<file path="config.mk">
export PLATFORM = sky130hd
export DESIGN_NAME = cache_mem_arbiter
export DESIGN_NICKNAME = d
export VERILOG_FILES = /design/src/rtl/cache_mem_arbiter_pkg.sv /design/src/rtl/cache_mem_arbiter_req_latch.sv /design/src/rtl/cache_mem_arbiter.sv
export SDC_FILE = /design/constraint.sdc
export NUM_CORES = 1
export LEC_CHECK = 0
export CAP_MARGIN = 10
export CORE_AREA = 3 3 538 540
export DETAILED_ROUTE_END_ITERATION = 6
export DIE_AREA = 0 0 541 543
export DONT_BUFFER_PORTS = 1
export GPL_TIMING_DRIVEN = 1
export HOLD_SLACK_MARGIN = 0.03
export PLACE_DENSITY = 0.31
export SYNTH_ARGS = -nofsm -noshare
export SYNTH_HDL_FRONTEND = slang
export SYNTH_SLANG_ARGS = --single-unit
</file>
<file path="constraint.sdc">
create_clock -name clk -period 19.01 [get_ports clk]
set_input_delay 3.802 -clock clk [delete_from_list [all_inputs] [get_ports clk]]
set_output_delay 3.802 -clock clk [all_outputs]
set_load 0.02 [all_outputs]
</file>
<file path="src/rtl/cache_mem_arbiter_pkg.sv">
// Shared types for the cache/memory line arbiter: FSM states, grant source
// tags and default bus widths.
package arb_types;

    localparam int unsigned ARB_ADDR_WIDTH = 32;
    localparam int unsigned ARB_LINE_WIDTH = 256;

    typedef enum logic [1:0] {
        IDLE    = 2'd0,
        I_SERVE = 2'd1,
        D_SERVE = 2'd2,
        DONE    = 2'd3
    } arb_state_t;

    typedef enum logic {
        SRC_I = 1'b0,
        SRC_D = 1'b1
    } arb_src_t;

    function automatic logic arb_is_serve(input arb_state_t s);
        return (s == I_SERVE) || (s == D_SERVE);
    endfunction

endpackage

</file>
<file path="src/rtl/cache_mem_arbiter_req_latch.sv">
// Request latch for the arbiter: captures the winning request's address,
// write data and operation on the grant strobe so the memory command stays
// stable while the requesters' inputs move.
module arb_req_latch #(
    parameter int unsigned ADDR_WIDTH = 32,
    parameter int unsigned LINE_WIDTH = 256
) (
    input  logic                  clk,
    input  logic                  rst,
    input  logic                  i_grant,
    input  logic [ADDR_WIDTH-1:0] i_addr,
    input  logic [LINE_WIDTH-1:0] i_wdata,
    input  logic                  i_write,
    output logic [ADDR_WIDTH-1:0] o_addr,
    output logic [LINE_WIDTH-1:0] o_wdata,
    output logic                  o_write
);

    logic [ADDR_WIDTH-1:0] r_addr;
    logic [LINE_WIDTH-1:0] r_wdata;
    logic                  r_write;

    // Capture the granted request; hold it until the next grant.
    always_ff @(posedge clk or posedge rst) begin
        if (rst) begin
            r_addr  <= '0;
            r_wdata <= '0;
            r_write <= 1'b0;
        end else if (i_grant) begin
            r_addr  <= i_addr;
            r_wdata <= i_wdata;
            r_write <= i_write;
        end
    end

    assign o_addr  = r_addr;
    assign o_wdata = r_wdata;
    assign o_write = r_write;

endmodule

</file>
<file path="src/rtl/cache_mem_arbiter.sv">
// Arbiter sharing one physical-memory line port between the I-cache and
// D-cache miss paths. D has fixed priority; one whole-line transfer at a time,
// followed by a one-cycle response to the granted cache only.
// Optional: define ARB_STARVE_GUARD_EN to let a waiting I request win after
// STARVE_LIMIT consecutive D grants.
module cache_mem_arbiter
    import arb_types::*;
#(
    parameter int unsigned ADDR_WIDTH   = ARB_ADDR_WIDTH,
    parameter int unsigned LINE_WIDTH   = ARB_LINE_WIDTH,
    parameter int unsigned STARVE_LIMIT = 4
) (
    input  logic                  clk,
    input  logic                  rst,
    input  logic                  i_pmem_read,
    input  logic [ADDR_WIDTH-1:0] i_pmem_address,
    output logic [LINE_WIDTH-1:0] i_pmem_rdata,
    output logic                  i_pmem_resp,
    input  logic                  d_pmem_read,
    input  logic                  d_pmem_write,
    input  logic [ADDR_WIDTH-1:0] d_pmem_address,
    input  logic [LINE_WIDTH-1:0] d_pmem_wdata,
    output logic [LINE_WIDTH-1:0] d_pmem_rdata,
    output logic                  d_pmem_resp,
    output logic                  mem_read,
    output logic                  mem_write,
    output logic [ADDR_WIDTH-1:0] mem_address,
    output logic [LINE_WIDTH-1:0] mem_wdata,
    input  logic [LINE_WIDTH-1:0] mem_rdata,
    input  logic                  mem_resp
);

    arb_state_t            r_state;
    arb_state_t            w_state_nxt;
    arb_src_t              r_src;
    logic [LINE_WIDTH-1:0] r_line;

    logic                  w_d_req;
    logic                  w_i_req;
    logic                  w_force_i;
    logic                  w_pick_d;
    logic                  w_grant;
    logic                  w_serve;
    logic [ADDR_WIDTH-1:0] w_req_addr;
    logic [LINE_WIDTH-1:0] w_req_wdata;
    logic                  w_req_write;
    logic [ADDR_WIDTH-1:0] w_op_addr;
    logic [LINE_WIDTH-1:0] w_op_wdata;
    logic                  w_op_write;

    assign w_d_req = d_pmem_read | d_pmem_write;
    assign w_i_req = i_pmem_read;
    assign w_serve = arb_is_serve(r_state);
    assign w_grant = (r_state == IDLE) && (w_d_req || w_i_req);

`ifdef ARB_STARVE_GUARD_EN
    localparam int unsigned STARVE_CW = $clog2(STARVE_LIMIT + 1);

    logic [STARVE_CW-1:0] r_starve_cnt;

    assign w_force_i = (r_starve_cnt >= STARVE_CW'(STARVE_LIMIT));

    // Count consecutive D grants taken while I was waiting in IDLE.
    always_ff @(posedge clk or posedge rst) begin
        if (rst) begin
            r_starve_cnt <= '0;
        end else if (r_state == IDLE) begin
            if (!w_i_req) begin
                r_starve_cnt <= '0;
            end else if (w_grant && !w_pick_d) begin
                r_starve_cnt <= '0;
            end else if (w_grant && !w_force_i) begin
                r_starve_cnt <= r_starve_cnt + 1'b1;
            end
        end
    end
`else
    assign w_force_i = 1'b0;
`endif

    // D wins a simultaneous request unless the starvation guard forces I.
    assign w_pick_d = w_d_req && !(w_force_i && w_i_req);

    // Mux the winning request into the latch; a write overrides a read.
    always_comb begin
        w_req_addr  = i_pmem_address;
        w_req_wdata = '0;
        w_req_write = 1'b0;
        if (w_pick_d) begin
            w_req_addr  = d_pmem_address;
            w_req_wdata = d_pmem_wdata;
            w_req_write = d_pmem_write;
        end
    end

    arb_req_latch #(
        .ADDR_WIDTH (ADDR_WIDTH),
        .LINE_WIDTH (LINE_WIDTH)
    ) u_req_latch (
        .clk     (clk),
        .rst     (rst),
        .i_grant (w_grant),
        .i_addr  (w_req_addr),
        .i_wdata (w_req_wdata),
        .i_write (w_req_write),
        .o_addr  (w_op_addr),
        .o_wdata (w_op_wdata),
        .o_write (w_op_write)
    );

    // Next-state logic: IDLE -> SERVE on grant, SERVE -> DONE on mem_resp,
    // DONE always returns to IDLE after one cycle.
    always_comb begin
        w_state_nxt = r_state;
        case (r_state)
            IDLE: begin
                if (w_grant) begin
                    w_state_nxt = w_pick_d ? D_SERVE : I_SERVE;
                end
            end
            I_SERVE, D_SERVE: begin
                if (mem_resp) begin
                    w_state_nxt = DONE;
                end
            end
            DONE:    w_state_nxt = IDLE;
            default: w_state_nxt = IDLE;
        endcase
    end

    // State register.
    always_ff @(posedge clk or posedge rst) begin
        if (rst) begin
            r_state <= IDLE;
        end else begin
            r_state <= w_state_nxt;
        end
    end

    // On memory completion capture read data and record who was served.
    always_ff @(posedge clk or posedge rst) begin
        if (rst) begin
            r_line <= '0;
            r_src  <= SRC_I;
        end else if (w_serve && mem_resp) begin
            if (!w_op_write) begin
                r_line <= mem_rdata;
            end
            r_src <= (r_state == D_SERVE) ? SRC_D : SRC_I;
        end
    end

    // Memory command comes only from the latch, qualified by the SERVE state,
    // so reset drops it asynchronously.
    assign mem_read    = w_serve && !w_op_write;
    assign mem_write   = w_serve && w_op_write;
    assign mem_address = w_op_addr;
    assign mem_wdata   = w_op_wdata;

    assign i_pmem_resp  = (r_state == DONE) && (r_src == SRC_I);
    assign d_pmem_resp  = (r_state == DONE) && (r_src == SRC_D);
    assign i_pmem_rdata = r_line;
    assign d_pmem_rdata = r_line;

`ifndef SYNTHESIS
    // Simultaneous D read and write is a requester protocol error.
    a_d_rw_conflict : assert property (@(posedge clk) disable iff (rst)
        !((r_state == IDLE) && d_pmem_read && d_pmem_write))
        else $error("cache_mem_arbiter: d_pmem_read and d_pmem_write both set, write wins");
`endif

endmodule
</file>
==> impl_metrics.csv, run 1 <==
group,metric,value,unit
status,status,"complete, no violations",
routing,drcViolationCount,0,
timing,slew_violations,0,
clocking,h-tree-depth,3,
pwr,p_comb_frac,0.202,
clocking,ctsHoldBuffers,0,
die,initial_core_util,0.0818,
placed_design,dp_slack,11230,ps
routing,ant_nets,0,
pwr,power.total,6.88,mW
placed_design,placed_cell_area,0.0255,mm²
synthesis,synth_cell_types,22,
finish,fin_util,0.0995,
die,die_x,541,µm
hold_path,hold_class,"reg2reg",
routing,drt-initial-drc-count,970,
placed_design,io_buffer_count,0,
clocking,cts_tree,"built",
global_route,grt-ovfl-total,0,
timing,hold_slack,558,ps
finish,syn_to_final_growth,21.7,%
placed_design,gp_congestion,0.832,
finish,finalInstanceArea,0.0284,mm²
global_route,grt_pass1_vias,13393,
clocking,clock_sinks,548,
synthesis,ys_ff_latch,548,
synthesis,yosys.area.top_type,"dfrtp_1",
die,coreArea,0.285,mm²
clocking,cts-root-buf,"clkbuf_16",
synthesis,synth_area_per_cell,15.2,µm²
placed_design,dp_hpwl,123000,µm
routing,post_drt_wl_per_cell,28.6,µm
synthesis,yosys.area.top_type_share,0.589,
pwr,pwr-share-clk,0.232,
die,io-pin-count,1386,
pwr,swShare,0.488,
timing,fin_crit,6860,ps
timing,slew_headroom,0.231,
critical_path,worstSetupPathType,"in2reg",
clocking,postCtsSetupBuffers,0,
timing,fin_worst_skew,59.4,ps
synthesis,syn_nets,2120,
clocking,cts_resized,0,
die,design.die.area,0.294,mm²
timing,rsz0062_at_grt,"false",
timing,fin_crit_sh,0.361,
clocking,numCtsBuffers,82,
clocking,clk_path_buf_depth,4,
pwr,peakVddDrop,0.0905,mV
routing,routed_wl,147000,µm
timing,tns,0,ps
timing,worstMarginPinSlew,1150,ps
timing,setup_viol,0,
synthesis,synthCells,1534,
die,rows,196,
pwr,p_per_area,242,mW/mm²
synthesis,syn_area,0.0233,mm²
synthesis,yosysWarnings,0,
pwr,pwr-share-seq,0.565,
global_route,grt_usage,0.0958,
pwr,p_leak,11.7,nW
synthesis,synthTopCellsByArea,"dfrtp_1 (59%), mux2_4 (15%), a22o_1 (9.7%), buf_4 (8.2%), buf_12 (1.9%)",
pwr,internal_power,3.52,mW
critical_path,critPathRequiredTime,19630,ps
timing,setup_ws,12150,ps
critical_path,critPathMaxFanout,53,
pwr,p_sw,3.35,mW
global_route,antenna_found_initial,123,
critical_path,worst_setup_path_start_kind,"input pin",
global_route,grt_pass1_wl,179000,µm
clocking,clk_pin_slew,60,ps
timing,report.final.hold_viol_count,0,
die,die_h,543,µm
clocking,insertion_delay,790,ps
routing,vias,12842,
finish,layout.nets,1877,
routing,drtPass1Iterations,5,
run,maxCapViolations,0,
finish,drive_above_1_share,0.313,
critical_path,worstPathArrival,7480,ps
timing,max_freq,146,MHz
critical_path,endpoint_kind,"register",
synthesis,synth_seq_area_share,0.589,
routing,viasPerCell,2.49,
placed_design,placedCellCount,4969,
finish,final_cells,5148,
global_route,grt_max_degree,112,
worst max-delay path: stages:
cell	delay, ps
nand2_1	80
or2_4	190
buf_4	600
buf_4	680
buf_4	690
buf_4	860
mux2_2	420
area by class of cell:
type / count / area [µm²]
Antenna cell: 36 / 90.1
Clock buffer: 113 / 2400
Clock inverter: 30 / 405
Fill cell: 32386 / 257000
Inverter: 3 / 15.0
Multi-Input combinational cell: 631 / 6840
Sequential cell: 548 / 13700
Tap cell: 3762 / 4710
Timing Repair Buffer: 25 / 200
cells in the final DEF, fill, tap and decap left out:
master      Yosys  layout
nor2b_4         0       1
o31ai_4         0       1
clkbuf_16       0      83
o21ai_0        32      32
nand2_1        33      33
and2_1          2       2
dfrtp_1       548     548
nor2_1          1       1
ha_1            4       4
mux2_2         18      18
buf_4         256      24
mux2_4        240     240
inv_8           0       2
inv_6           0       6
nor2_4          0       1
clkinvlp_4      0       3
a22o_1        257     257
clkinv_2        0      10
inv_1           3       2
buf_12         22       1
a21oi_1         2       2
clkinv_16       0       1
clkbuf_1        6       9
diode_2         0      36
bufinv_16       0       7
clkinv_4        0       1
nor3_1          1       1
clkinv_8        0       1
clkbuf_8        0      21
mux2i_1        34      34
or2_4           0       1
nor2b_1         4       3
power groups by stage:
stage / Clock (mW) / Combinational (mW) / Sequential [mW]
global route: 1.71 / 1.52 / 4.03
detailed placement: 0 / 1.41 / 3.96
CTS: 1.68 / 1.42 / 3.95
floorplan: 0 / 2.07 / 2.78
global placement: 0 / 1.38 / 3.99
finish: 1.60 / 1.39 / 3.89
path summary, 6_finish.rpt:
path | end | slack [ps] | startpoint | cells past startpoint
min in group asynchronous | u_req_latch.o_wdata[99] | 2960 | rst | 1
setup / recovery | d_pmem_rdata[240] | 12150 | mem_resp | 7
max in group asynchronous | u_req_latch.o_wdata[47] | 13230 | rst | 4
hold reg to reg | r_src | 560 | r_src | 1
hold / removal | r_src | 560 | r_src | 1
setup reg to reg | d_pmem_rdata[240] | 14300 | r_state[1] | 9
registers in the layout (all words and copies together) (netlist names):
register and cells:
u_req_latch.o_write 1, u_req_latch.o_wdata 256, r_src 1, d_pmem_rdata 256, u_req_latch.o_addr 32, r_state 2
synth_stat cells (all sizes together):
library cell / count
ha: 4
mux2i: 34
buf: 346
o31ai: 1
or2: 1
clkbuf: 6
nand2: 33
and2: 2
o21ai: 32
a21oi: 2
inv: 3
mux2: 258
nor2b: 4
a22o: 257
nor2: 2
dfrtp: 548
nor3: 1
per-layer routing:
layer / vias to the layer above / global-route usage / wire [µm]
met2: 1255 / 0.151 / 66500
met3: 403 / 0.0701 / 24800
met1: 6337 / 0.0885 / 45500
met4: 46 / 0.0595 / 10200
li1: 4801 / - / -
met5: - / 0 / 311
cells by family (layout without fill, tap and decap cells):
kind of cell,after synthesis,count (layout),synth area share
AOI/OAI and AO/OA,292,292,0.104
other,0,36,0
buffers and inverters,355,171,0.119
and+or+nand+nor,43,43,0.00784
adders and majority gates,4,4,0.00215
DFF,548,548,0.589
muxes,292,292,0.178
No activity file was read; power rests on OpenSTA's default activity.
==> run 2, diff against run 1 <==
Clock period 19.01 ns to 6 ns, I/O delays scaled along.
==> impl_metrics.csv, run 2 (synthesized netlist as in run 1, its figures left out) <==
group,metric,value,unit
timing,fin_crit,3380,ps
placed_design,placed_cell_area,0.0256,mm²
pwr,p_per_area,778,mW/mm²
hold_path,hold_class,"in2async",
timing,rsz0062_at_grt,"false",
finish,finalInstanceArea,0.0286,mm²
routing,vias,12723,
timing,slew_headroom,0.332,
routing,routed_wl,150000,µm
die,io-pin-count,1386,
status,status,"complete, no violations",
critical_path,endpoint_kind,"output port",
global_route,grt_usage,0.0975,
critical_path,cpMaxStageDelayCell,"and2_1",
critical_path,cp_top_family,"simple AND/OR/NAND/NOR gates",
finish,layout.nets,1876,
die,coreArea,0.285,mm²
routing,drt-initial-drc-count,879,
routing,drtPass1Iterations,4,
finish,fin_util,0.100,
die,die_h,543,µm
routing,ant_nets,0,
clocking,insertion_delay,780,ps
timing,report.final.hold_viol_count,0,
timing,slew_violations,0,
clocking,cts-root-buf,"clkbuf_16",
global_route,grt_max_degree,146,
clocking,h-tree-depth,3,
routing,viasPerCell,2.47,
placed_design,gp_congestion,0.819,
run,maxCapViolations,0,
critical_path,critPathMaxStageDelay,550,ps
clocking,cts_tree,"built",
timing,setup_viol,0,
die,rows,196,
timing,fin_crit_sh,0.563,
critical_path,worstPathArrival,2180,ps
clocking,numCtsBuffers,83,
global_route,grt-ovfl-total,0,
clocking,ctsHoldBuffers,0,
clocking,clk_path_buf_depth,4,
global_route,grt_pass1_wl,181000,µm
clocking,clock_sinks,548,
clocking,clk_pin_slew,60,ps
global_route,antenna_found_initial,135,
die,die_x,541,µm
finish,drive_above_1_share,0.309,
timing,hold_slack,399,ps
finish,syn_to_final_growth,22.7,%
timing,worstMarginPinSlew,1000,ps
finish,final_cell_mix,"dfrtp_1 (548), a22o_1 (257), mux2_4 (240), clkbuf_16 (83), mux2i_1 (34)",
critical_path,crit_path_cell_trace,"inv_1 > ha_1 > and2_1",
global_route,grt_pass1_vias,13240,
critical_path,critPathRequiredTime,4800,ps
finish,layout_commonest_cell,"dfrtp_1",
timing,fin_worst_skew,43.8,ps
clocking,cts_resized,0,
placed_design,io_buffer_count,0,
die,initial_core_util,0.0818,
die,design.die.area,0.294,mm²
routing,drcViolationCount,0,
pwr,p_leak,11.8,nW
timing,max_freq,296,MHz
placed_design,dp_hpwl,124000,µm
clocking,postCtsSetupBuffers,0,
pwr,peakVddDrop,0.501,mV
critical_path,worst_setup_path_start_kind,"register",
critical_path,critPathMaxFanout,6,
critical_path,cp_num_buf_inv,1,
critical_path,worstSetupPathType,"reg2out",
critical_path,r2r_slack,3300,ps
routing,post_drt_wl_per_cell,29.1,µm
## run 2: final cells by class
type                    count  area, µm²
repair buffers             23        323
well taps                3762       4710
clock buffers             107       2280
fillers                 32429     256000
multi-input cells         631       6840
flip-flops and latches    548      13700
inverters                   3       15.0
clock inverters            37        623
diodes                     38       95.1
## run 2: metrics by stage
stage           TNS, ps  total power [mW]  cells  worst slack (ps)
2_1_floorplan  -1455420              15.4   1534             -2660
3_3_place_gp          0              17.2   4967              2950
3_5_place_dp          0              17.2   4967              2970
4_1_cts               0              22.8   5111              2380
5_1_grt               0              23.5   5137              2350
6_report              0              22.2   5149              2620
## run 2: final timing paths
check,start,to,depth (start not counted)
hold reg to reg,r_src,r_src,1
max in group asynchronous,rst,d_pmem_rdata[237],3
setup reg to reg,r_state[1],d_pmem_rdata[240],6
setup / recovery,r_state[1],mem_write,3
min in group clk,d_pmem_wdata[47],u_req_latch.o_wdata[47],1
hold / removal,rst,u_req_latch.o_wdata[197],1
## run 2: metal layers
metal,GRT usage,wire [µm],vias up
met5,0,253,-
met4,0.0550,9670,38
met3,0.0802,27900,409
met1,0.0846,44000,6193
li1,-,-,4814
met2,0.156,68300,1269
## run 2: report_power, final
| part | switching [mW] | internal [mW] |
|---|---|---|
| clock | 2.06 | 3.29 |
| sequential | 6.99 | 5.40 |
| combinational | 1.80 | 2.70 |
==> run 3, diff against run 2 <==
Settings changed: ABC_AREA set to 1, CORE_AREA 3 3 538 540 to 3 3 541 543, DIE_AREA 0 0 541 543 to 0 0 544 546.
Clock period 6 ns to 2.8 ns, I/O delays scaled along.
==> impl_metrics.csv, run 3 <==
group,metric,value,unit
timing,fin_worst_skew,59.6,ps
critical_path,reg2reg_from,"r_state[1]",
die,io-pin-count,1386,
timing,slew_violations,0,
synthesis,synth-edff-count,0,
synthesis,synth_seq_area_share,0.583,
die,coreArea,0.288,mm²
synthesis,ys_ff_latch,548,
pwr,peakVddDrop,1.01,mV
finish,nFillCells,32970,
hold_path,hp-start,"d_pmem_wdata[172]",
synthesis,synth_common_cells,"nand2_1 (1457), dfrtp_1 (548), buf_4 (279)",
global_route,antenna_found_initial,71,
clocking,h-tree-depth,3,
timing,max_freq,382,MHz
die,design.die.area,0.297,mm²
clocking,clock_sinks,548,
clocking,numCtsBuffers,81,
routing,maxUsedRoutingLayer,"met5",
routing,vias,20301,
pwr,p_leak,16.0,nW
placed_design,io_buffer_count,0,
routing,viasPerCell,2.93,
synthesis,synth_area_per_cell,8.60,µm²
critical_path,cp-startpoint,"r_state[1]",
timing,slew_headroom,0.267,
clocking,insertion_delay,780,ps
timing,report.final.hold_viol_count,0,
timing,rsz0062_at_grt,"false",
routing,drcViolationCount,0,
critical_path,worstPathArrival,2050,ps
placed_design,gp_congestion,0.858,
global_route,grt-ovfl-total,0,
routing,routed_wl,153000,µm
critical_path,cpMaxStageDelayCell,"dfrtp_1",
hold_path,hold_class,"in2reg",
placed_design,dp_hpwl,121000,µm
global_route,grt_pass1_vias,21162,
synthesis,yosysMostFrequentCell,"nand2_1",
synthesis,synthTopCellsByArea,"dfrtp_1 (58%), nand2_1 (23%), buf_4 (8.9%), nand3_1 (5.5%), buf_2 (1.9%)",
synthesis,yosys.area.top_type_share,0.583,
finish,drive_above_1_share,0.0638,
synthesis,yosysWarnings,0,
timing,worstMarginPinSlew,1100,ps
routing,wl_met2,78400,µm
timing,fin_crit,2610,ps
finish,layout.nets,3651,
status,status,"complete, no violations",
global_route,grt_pass1_wl,199000,µm
timing,fin_crit_sh,0.934,
die,rows,197,
routing,drt-initial-drc-count,1489,
clocking,cts-root-buf,"clkbuf_16",
critical_path,critPathMaxFanout,8,
critical_path,critPathRequiredTime,2240,ps
critical_path,endpoint_kind,"output port",
critical_path,critPathMaxStageDelay,390,ps
critical_path,worst_setup_path_start_kind,"register",
synthesis,async_reset_ff_frac,1.00,
pwr,p_per_area,1320,mW/mm²
synthesis,yosys.area.top_type,"dfrtp_1",
die,initial_core_util,0.0816,
routing,wl_met3,19300,µm
finish,final_cell_mix,"nand2_1 (1455), dlygate4sd3_1 (598), dfrtp_1 (548), nand3_1 (259), clkbuf_16 (82)",
synthesis,syn_nets,3320,
synthesis,synthCells,2734,
synthesis,synth_cell_types,18,
critical_path,crit_path_cell_trace,"inv_1 > ha_4 > inv_2 > nor2_4 > buf_16",
synthesis,syn_area,0.0235,mm²
synthesis,synth_ff_type,"dfrtp_1",
clocking,cts_tree,"built",
pwr,power.total,46.1,mW
finish,seq_area,0.0137,mm²
clocking,clk_pin_slew,60,ps
timing,setup_viol,0,
clocking,clk_path_buf_depth,4,
routing,drt-met1-wl,48200,µm
critical_path,worstSetupPathType,"reg2out",
die,die_h,546,µm
routing,ant_nets,0,
routing,post_drt_wl_per_cell,22.1,µm
finish,multi_input_area,0.00707,mm²
timing,tns,0,ps
finish,syn_to_final_growth,48.8,%
global_route,grt_max_degree,146,
finish,layout_commonest_cell,"nand2_1",
routing,drtPass1Iterations,5,
die,die_x,544,µm
global_route,grt_usage,0.0984,
run,maxCapViolations,0,
-- run 3: final timing paths --
path | endpoint | slack (ps) | cells after the start
min in group asynchronous | u_req_latch.o_wdata[193] | 390 | 3
max in group asynchronous | d_pmem_rdata[88] | 1400 | 4
hold reg to reg | r_state[0] | 520 | 2
hold / removal | u_req_latch.o_wdata[172] | 130 | 2
setup reg to reg | d_pmem_rdata[34] | 200 | 10
setup / recovery | mem_read | 190 | 5
-- run 3: worst max-delay path: cells and delay by family, from the launching register on --
kind          cells  cell delay (ps)
flops             1              390
buf+inv           3              330
fa+ha+maj         1              300
simple gates      1              160
-- run 3: kinds of logic after synthesis --
kind of cell,Yosys count,share of synthesized area
compound gates,35,0.00750
buf+inv,426,0.118
simple gates,1721,0.289
fa+ha+maj,4,0.00213
flops,548,0.583
-- run 3: area by class of cell --
cell class                 count  share of cell area
timing repair buffer         662               0.194
tap                         3781               0.135
clock inverter                30             0.00855
inverter                      12             0.00139
antenna                       21             0.00150
clock buffer                 107              0.0656
sequential                   548               0.392
multi-input combinational   1760               0.202
-- run 3: report_power, final --
group / switching, mW / internal [mW]
sequential: 13.6 / 11.5
clock: 4.24 / 6.04
combinational: 7.00 / 3.77
total: 24.8 / 21.3
-- run 3: timing repair --
action / in CTS / in global routing
pin swaps: 1 / 0
hold buffers: 600 / 0
gates resized for setup: 2 / 2
endpoints found under the setup margin: 1 / 12
gates cloned: 3 / 0
buffers inserted: 4 / 0
hold endpoints to repair: 628 / 0
-- run 3: through the flow --
stage	setup slack (ps)	instance area, µm²	hold WS (ps)	util	std cells
global route	25.6	34900	53.5	0.121	6908
finish	185	35000	131	0.121	6921
CTS	34.2	34900	30.4	0.121	6900
global placement	570	26200	490	0.0908	6156
detailed placement	528	26200	511	0.0908	6156
floorplan	-5220	23500	464	-	2734
-- run 3: per-layer routing --
metal,track usage,up-vias
met5,0,-
met4,0.0416,28
met3,0.0506,288
met2,0.180,1355
met1,0.0904,9735
li1,-,8895
